<file path="src/rtl/s1_bram_writer.sv">
// Stage-1 result writer: streams 192 words into the feature BRAM as {cha,row,col}, pulses data_done, then holds off input until stage 2 is done.
// Optional S1W_RELU_EN clamps negative words to zero before the write.
module s1_bram_writer #(
  parameter int WIDTH           = 17,
  parameter int HANDOFF_TIMEOUT = 4
) (
  input  logic             clk,
  input  logic             reset,
  input  logic             in_valid,
  output logic             in_ready,
  input  logic [WIDTH-1:0] in_data,
  input  logic             in_last,
  input  logic             s2_busy,
  output logic             bram_we,
  output logic [7:0]       bram_addr,
  output logic [WIDTH-1:0] bram_din,
  output logic             data_done,
  output logic             busy,
  output logic             frame_err
);

  typedef enum logic [1:0] {IDLE, WRITE, DONE, HANDOFF} state_t;

  state_t      state, state_nxt;
  logic [1:0]  cha;
  logic [2:0]  row;
  logic [2:0]  col;
  logic [7:0]  wcnt;
  logic [7:0]  tcnt;
  logic        seen_busy;
  logic        accept;
  logic        last_word;
  logic [WIDTH-1:0] wr_data;

  assign last_word = (wcnt == 8'd191);
  assign busy      = (state != IDLE);

`ifdef S1W_RELU_EN
  assign wr_data = in_data[WIDTH-1] ? '0 : in_data;
`else
  assign wr_data = in_data;
`endif

  always_ff @(posedge clk) begin
    if (reset) state <= IDLE;
    else       state <= state_nxt;
  end

  always_comb begin
    state_nxt = state;
    in_ready  = 1'b0;
    accept    = 1'b0;
    case (state)
      IDLE, WRITE: begin
        in_ready = ~reset;
        accept   = in_valid & ~reset;
        if (accept) begin
          if (last_word)    state_nxt = DONE;
          else if (in_last) state_nxt = IDLE;
          else              state_nxt = WRITE;
        end
      end
      DONE: state_nxt = HANDOFF;
      HANDOFF: begin
        // Without a busy sighting, give up after the timeout so a missing stage 2 cannot wedge us.
        if (seen_busy && !s2_busy)
          state_nxt = IDLE;
        else if (!seen_busy && !s2_busy && tcnt == 8'(HANDOFF_TIMEOUT - 1))
          state_nxt = IDLE;
      end
      default: state_nxt = IDLE;
    endcase
  end

  always_ff @(posedge clk) begin
    if (reset) begin
      bram_we   <= 1'b0;
      bram_addr <= '0;
      bram_din  <= '0;
      data_done <= 1'b0;
      frame_err <= 1'b0;
      cha       <= '0;
      row       <= '0;
      col       <= '0;
      wcnt      <= '0;
      tcnt      <= '0;
      seen_busy <= 1'b0;
    end else begin
      bram_we   <= accept;
      frame_err <= accept & ((in_last & ~last_word) | (last_word & ~in_last));
      data_done <= (state == DONE);

      if (accept) begin
        bram_addr <= {cha, row, col};
        bram_din  <= wr_data;
        if (last_word || in_last) begin
          cha  <= '0;
          row  <= '0;
          col  <= '0;
          wcnt <= '0;
        end else begin
          wcnt <= wcnt + 8'd1;
          if (cha == 2'd2) begin
            cha <= '0;
            if (col == 3'd7) begin
              col <= '0;
              row <= row + 3'd1;
            end else begin
              col <= col + 3'd1;
            end
          end else begin
            cha <= cha + 2'd1;
          end
        end
      end

      if (state == HANDOFF) begin
        tcnt <= tcnt + 8'd1;
        if (s2_busy) seen_busy <= 1'b1;
      end else begin
        tcnt      <= '0;
        seen_busy <= 1'b0;
      end
    end
  end

endmodule

</file>
<file path="config.mk">
export PLATFORM = sky130hd
export DESIGN_NAME = s1_bram_writer
export DESIGN_NICKNAME = d
export VERILOG_FILES = /design/src/rtl/s1_bram_writer.sv
export SDC_FILE = /design/constraint.sdc
export NUM_CORES = 1
export LEC_CHECK = 0
export ABC_AREA = 1
export BUFFER_PORTS_ARGS = -buffer_cell sky130_fd_sc_hd__buf_2
export CAP_MARGIN = 30
export CORE_MARGIN = 3
export CORE_UTILIZATION = 47
export DETAILED_ROUTE_END_ITERATION = 10
export PLACE_DENSITY = 0.71
export SETUP_SLACK_MARGIN = 0.2
export SLEW_MARGIN = 20
export SYNTH_ARGS = -nofsm -noshare
export SYNTH_HDL_FRONTEND = slang
export SYNTH_SLANG_ARGS = --single-unit
</file>
<file path="constraint.sdc">
create_clock -name clk -period 3 [get_ports clk]
set_input_delay 0.15 -clock clk [delete_from_list [all_inputs] [get_ports clk]]
set_output_delay 0.15 -clock clk [all_outputs]
set_load 0.05 [all_outputs]
</file>
==> Word level (Yosys, flattened, before mapping) <==
Cells that the tools add are included.
{ "word_totals": {"elab_cells": 67, "reg_bits": 55, "rom_bits": 0, "latch_bits": 0, "in_bits": 22, "mem_bits_rw": 0, "out_inout_bits": 30, "memories": 0} }
{ "classes": {"addsub": 5, "shift": 0, "div": 0, "n_eq_ne": 9, "n_bitwise": 9, "muxes": 17, "n_reduce_logical": 15, "multipliers": 0, "n_lt_le_gt_ge": 0} }
{ "ops": {"columns": ["cell", "count"], "rows": [
  ["3-bit 2-to-1 mux", 6],
  ["8-bit by 1-bit adder with 8-bit output, second input constant", 2],
  ["2-bit 2-to-1 mux", 6],
  ["8-bit by 2-bit == test with 1-bit output, second input constant", 1],
  ["8-bit == test, second input constant", 1],
  ["8-bit 2-to-1 mux", 1],
  ["3-bit by 1-bit adder with 3-bit output, second input constant", 2],
  ["2-bit == test, second input constant", 3],
  ["2-bit one-hot mux with 3 select lines", 1],
  ["2-bit nonzero test", 3],
  ["1-bit AND", 4],
  ["1-bit inverter", 4],
  ["2-bit AND reduction", 2],
  ["2-bit OR reduction", 2],
  ["3-bit == test, second input constant", 1],
  ["1-bit logical AND", 3],
  ["1-bit 2-to-1 mux", 3],
  ["3-bit inequality test, second input constant", 1],
  ["3-bit AND reduction", 1],
  ["2-bit by 1-bit adder with 2-bit output, second input constant", 1],
  ["2-bit by 1-bit == test with 1-bit output, second input constant", 1],
  ["1-bit logical NOT", 2],
  ["2-bit logical NOT", 1],
  ["2-bit inequality test, second input constant", 1],
  ["other kinds (2)", 2]
]} }

==> Longest topological paths before layout <==
Gate-level depths: netlist of run 1.
{ "depth": {"ltp_word": 6, "depth_mapped": 11, "mapped_depth_nobuf": 11} }

==> Least setup slack after synthesis of run 1 <==
Ideal clock, no wire load.
{ "synth_path": {"kind": "register -> register", "start": "register wcnt[0]", "end": "register row[0]", "path_buffers": 0, "period_less_slack_ps": 1619, "required_time_ps": 2887, "slack_ps": 1381, "t_arrival_ps": 1506, "path_stages_with_launch": 12, "path_cell_list": "dfxtp_1 > ha_1 > nand3_1 > nor2_1 > nand2_1 > ha_1 > inv_2 > nor2_1 > nor2_4 > o21ai_0 > nand2_1 > nor2_1"} }
{ "synth_between": {"elab_chain_cells": 4, "elab_cells_between_ends": 6, "classes_between": "eq/ne (1); mux (1); reduce/logical (4)"} }
{ "synth_lines": {"columns": ["item", "line", "source"], "rows": [
  ["start: declaration", "28", "logic [7:0] wcnt;"],
  ["start signal: assignment", "102", "wcnt <= wcnt + 8'd1;"],
  ["8-bit == test *", "35", "assign last_word = (wcnt == 8'd191);"],
  ["1-bit logical OR *", "96", "if (last_word || in_last) begin"],
  ["2-bit nonzero test (no line)", null, null],
  ["3-bit AND reduction (no line)", null, null],
  ["end signal: assignment", "107", "row <= row + 3'd1;"],
  ["end: declaration", "26", "logic [2:0] row;"]
]} }
Every way passes the cells marked *; elsewhere a longest branch is shown, timed or not.
A chain may end at the register's enable or synchronous reset.

==> Final worst setup path of run 1 <==
{ "layout_path": {"start": "register wcnt[0]", "end": "register wcnt[5]"} }
{ "layout_between": {"elab_chain_cells": 3, "elab_cells_between_ends": 4, "classes_between": "add/sub (1); eq/ne (1); mux (1); reduce/logical (1)"} }
{ "layout_lines": {"columns": ["item", "line"], "rows": [
  ["branches (longest 2 deep; another with 8-bit by 1-bit adder with 8-bit output)", null],
  ["8-bit 2-to-1 mux *", "96"]
]} }
Every way passes the cells marked *.

==> results of run 1 <==
==> layout make-up <==
class	instances	area, um^2	area share
well taps	52	65.1	0.0253
multi-input cells	196	956	0.372
inverters	28	108	0.0419
clock inverters	2	12.5	0.00487
flip-flops and latches	55	1100	0.428
repair buffers	51	255	0.0993
clock buffers	6	72.6	0.0282
==> worst paths after layout <==
path	from	to	cells past startpoint
hold reg to reg	tcnt[0]	tcnt[0]	1
setup / recovery	wcnt[0]	wcnt[5]	11
setup reg to reg	wcnt[0]	wcnt[5]	11
hold / removal	in_data[12]	bram_din[12]	3
==> tightest hold or removal path: stages <==
cell and delay, ns:
buf_2 0.07, nand2_1 0.04, nand2_1 0.05
==> where the power goes <==
group | leakage [nW] | switching (mW) | internal (mW)
registers | 0.448 | 0.0119 | 0.754
clock network | 0.0412 | 0.227 | 0.164
logic | 0.765 | 0.133 | 0.0422
total | 1.25 | 0.372 | 0.960
==> layer usage <==
layer | vias up | wire (um) | track usage
met1 | 854 | 2090 | 0.193
met4 | 0 | 40 | 0.0553
li1 | 1023 | - | -
met2 | 38 | 2030 | 0.278
met3 | 4 | 169 | 0.0414
met5 | - | 0 | 0
==> synth_stat cells, drive strengths merged <==
library cell / instances / area [um^2]
nand3b: 1 / 7.51
nor3: 6 / 30.0
o21ai: 12 / 60.1
dfxtp: 55 / 1100
inv: 28 / 108
or2: 2 / 12.5
buf: 7 / 51.3
nand3: 37 / 185
nand4: 3 / 18.8
nor2: 25 / 111
and3: 1 / 6.26
xor2: 1 / 8.76
o31ai: 2 / 15.0
a21oi: 17 / 88.8
ha: 7 / 87.6
nand2: 80 / 310
nor4: 1 / 6.26
a211oi: 1 / 7.51
clkbuf: 3 / 11.3
==> flip-flops by register name, indices dropped and copies added, names as in the netlist <==
signal / flops
bram_addr: 8
bram_din: 17
bram_we: 1
cha: 2
col: 3
data_done: 1
frame_err: 1
row: 3
seen_busy: 1
state: 2
tcnt: 8
wcnt: 8
==> cells by family after synthesis <==
kind of cell               count (synthesis)  share of synthesized area
AOI/OAI and AO/OA                         32                     0.0770
xor gates and xnor gates                   1                    0.00393
adders and majority gates                  7                     0.0393
buffers and inverters                     38                     0.0764
DFF                                       55                      0.494
and+or+nand+nor                          156                      0.309
==> per-stage QoR <==
step                area, um^2  total power, mW
finish                    2570             1.33
global placement          2480            0.957
detailed placement        2480            0.961
global route              2570             1.40
CTS                       2570             1.35
floorplan                 2230            0.917
==> flow_summary.yaml, run 1 <==
drt:
  firstDrtPassIters: 4
  vias: 1919
  via_per_inst: 4.92
  routed_wl_um: 4330
  dr.first_iter.drc_count: 80
  drtAntennaViolNets: 0
  wl_per_cell_um: 11.1
  drc: 0
setup_path:
  regToRegSetupSlack_ns: 1.10
  cpMostUsedCell: "nand2_1"
  crit_buf_inv: 2
  crit_chain: "ha_1 > nand3_1 > nor2_1 > nand2_1 > ha_1 > inv_2 > nand2_1 > nand2_1 > inv_1 > o21ai_1 > a21oi_1"
  crit_family: "simple AND/OR/NAND/NOR gates"
  start_kind: "flip-flop"
  cpPeakStageDelay_ns: 0.39
  crit_type: "reg2reg"
  critPathCaptureType: "flip-flop"
  path_max_fanout: 6
  arrival_ns: 2.10
  cpMaxStageDelayCell: "dfxtp_1"
  cp.required_ns: 3.20
global_routing:
  grt_antenna_before_repair: 0
  grt_pass1_vias: 1673
  grt_max_degree: 38
  grt_remaining_overflow: 0
  grt_usage: 0.161
  grt_pass1_wl_um: 7110
layout:
  fin_nets: 366
  final_cell_mix: "nand2_1, dfxtp_1, buf_2"
  nFillCells: 434
  antenna_cells: 0
  final_common_cell: "nand2_1"
  post-route-util: 0.574
  syn2layout_area_growth_pct: 15.4
  finalNonFillerCells: 390
  drive_above_1_share: 0.198
hold_path:
  hp-class: "in2reg"
run:
  cap_violations: 0
sta:
  hold_ws_ns: 0.0309
  layout_min_cycle_time_ns: 1.90
  final_hold_viol_count: 0
  post-route-period-util: 0.635
  rsz0062_at_grt: "false"
  finalClockSkew_ns: 0.00816
  tightestPinTransition_ns: 0.946
  tns_ns: 0
  finalSetupViolations: 0
  clock.fmax_mhz: 525
  fin_ws_ns: 1.10
  final-max-slew-violation-count: 0
  slew_headroom: 0.369
floorplanning:
  top_level_ports: 52
  die_w_um: 74.8
  fp.dieH_um: 74.8
  rows: 24
  coreArea_um2: 4470
  initial_utilization: 0.498
  die_area_um2: 5600
power:
  powerDensity_nw_per_um2: 518
  power.leakage_nw: 1.25
  irDropWorstVdd_mv: 0.230
clock_tree:
  cts_resized: 0
  path_clk_slew_ns: 0.10
  htreeDepth: 2
  post_cts_buffers: 0
  clockBufferDepth: 2
  cts_hold_buf: 0
  clk_latency_ns: 0.30
  cts_sinks: 55
  cts_tree: "done"
  cts_made_buffers: 5
  clockRootBuffer: "clkbuf_8"
placed_design:
  gp_congestion: 0.817
  place_ws_ns: 1.13
  numPortBuffers: 51
  dpl.cell_count: 382
  hpwl_um: 3110
yosys:
  synth_cell_type_count: 31
  avgSynthCellArea_um2: 7.71
  synth_seq_area_share: 0.494
  syn_nets: 318
  syn_area_um2: 2230
  yosysWarnings: 0
  ys_ff_latch: 55
  synth_cells: 289
run_status:
  status: "complete, no violations"
(Power assumes the default switching activity.)
==> run 2: changes to the inputs <==
- PLACE_DENSITY: 0.71 -> 0.74
- clock period: 3 -> 1.5 ns (I/O delays scaled with it)
==> flow_summary.yaml, run 2 (synthesis gave the netlist of run 1 again) <==
run_status:
  status: "complete, but fails checks"
  violations: "setup timing"
layout:
  largest_register_ffs: 17
  design_area_um2: 3010
  final_common_cell: "nand2_1"
  drive_above_1_share: 0.293
  fin_nets: 401
  final_cell_mix: "nand2_1, dfxtp_1, buf_2"
  nFillCells: 362
  antenna_cells: 0
  syn2layout_area_growth_pct: 35.3
  largest-register: "bram_din"
setup_path:
  start_kind: "flip-flop"
  critPathCaptureType: "flip-flop"
  r2r_end: "row[2]"
  cp.required_ns: 1.75
  regToRegSetupSlack_ns: -0.003
  arrival_ns: 1.75
  crit_type: "reg2reg"
  path_max_fanout: 4
  reg2reg_from: "wcnt[0]"
  r2r_cells: 10
drt:
  firstDrtPassIters: 4
  vias: 2104
  met3_length_um: 321
  via_per_inst: 4.96
  dr.first_iter.drc_count: 82
  met2_length_um: 2400
  drtAntennaViolNets: 0
  met1_length_um: 2200
  dr.max_layer_used: "met4"
  wl_per_cell_um: 11.8
  routed_wl_um: 4990
  drc: 0
run:
  cap_violations: 0
global_routing:
  grt_usage: 0.191
  grt_remaining_overflow: 0
  grt_pass1_wl_um: 8290
  grt_pass1_vias: 1955
  grt_max_degree: 21
  grt_antenna_before_repair: 0
sta:
  finalSetupViolations: 1
  slew_headroom: 0.808
  fin_ws_ns: -0.00272
  tns_ns: -0.00272
  layout_min_cycle_time_ns: 1.50
  tightestPinTransition_ns: 0.287
  final-max-slew-violation-count: 0
  finalClockSkew_ns: 0.00880
  final_hold_viol_count: 0
  rsz0062_at_grt: "true"
  clock.fmax_mhz: 665
  post-route-period-util: 1.00
floorplanning:
  coreArea_um2: 4470
  fp.dieH_um: 74.8
  die_area_um2: 5600
  rows: 24
  top_level_ports: 52
  initial_utilization: 0.498
  die_w_um: 74.8
clock_tree:
  path_clk_slew_ns: 0.09
  cts_sinks: 55
  cts_made_buffers: 5
  cts_tree: "done"
  clockRootBuffer: "clkbuf_8"
  clockBufferDepth: 2
  htreeDepth: 2
  clk_latency_ns: 0.30
power:
  switching_power_mw: 0.773
  combPwrFrac: 0.160
  powerDensity_nw_per_um2: 928
  irDropWorstVdd_mv: 0.630
  seq_power_share: 0.549
  swShare: 0.276
  power.leakage_nw: 1.45
  p_int_mw: 2.03
  power_frac_clock: 0.291
hold_path:
  hp-class: "in2reg"
  worstHoldStart: "s2_busy"
  min_delay_path_depth: 3
  worstHoldEndpoint: "seen_busy"
placed_design:
  numPortBuffers: 51
  placed_area_um2: 2660
  gp_congestion: 0.778
  hpwl_um: 3330
==> run 2: changes by cell type in the layout (fill, tap and decap cells not counted), sizes merged <==
cell | before | now
clkinvlp | 1 | 0
buf | 51 | 69
dlygate4sd3 | 0 | 17
==> run 2: worst max-delay path, stage by stage, from the launching register on <==
cell and delay [ns]:
dfxtp_2 0.36, ha_4 0.15, nand3_4 0.08, nor2_4 0.12, nand2_4 0.08, ha_4 0.18, nand2_4 0.07, nand2_4 0.07
nor2_4 0.11, nand3_1 0.10, a21oi_2 0.12
==> run 2: worst max path at each step <==
stage,startpoint,to,depth (start not counted)
6_report,wcnt[0],row[2],10
5_1_grt,wcnt[0],row[0],11
4_1_cts,wcnt[0],row[2],10
3_5_place_dp,wcnt[1],row[0],11
3_3_place_gp,wcnt[1],row[0],11
2_1_floorplan,wcnt[0],row[0],11
==> run 2: power by group through the flow <==
stage	Clock (mW)	Combinational, mW	Sequential, mW
after global placement	0	0.387	1.57
final	0.816	0.447	1.54
after floorplan	0	0.147	1.71
after detailed placement	0	0.393	1.57
after CTS	0.846	0.442	1.54
after global routing	0.894	0.483	1.54
==> run 2: area by class of cell <==
type,instances,area [um^2],area share
clock inverters,1,5.00,0.00166
inverters,28,113,0.0374
repair buffers,86,564,0.187
multi-input cells,196,1080,0.358
well taps,52,65.1,0.0216
clock buffers,6,82.6,0.0274
flip-flops and latches,55,1100,0.367
==> run 2: per-layer routing <==
metal | track usage | up-vias
met1 | 0.222 | 957
met3 | 0.0681 | 6
met2 | 0.327 | 44
met5 | 0 | -
met4 | 0.0652 | 0
li1 | - | 1097
==> run 2: metrics by stage <==
step | worst slack, ns | power [mW] | cells | utilization | hold WS, ns
floorplan | 0.0318 | 1.85 | 289 | - | 0.186
global placement | 0.0163 | 1.96 | 393 | 0.595 | 0.268
detailed placement | -0.0269 | 1.96 | 393 | 0.595 | 0.274
CTS | 0.0188 | 2.82 | 422 | 0.668 | 0.0191
global route | -0.0828 | 2.92 | 424 | 0.674 | 0.0489
finish | -0.00272 | 2.80 | 424 | 0.674 | 0.0231
==> run 2: repair_timing <==
item | 4_1_cts | 5_1_grt
hold buffers | 17 | 0
endpoints found under the hold margin | 17 | 0
setup endpoints to repair | 16 | 18
pin swaps | 7 | 4
setup buffers | 5 | 2
resized for setup | 10 | 5
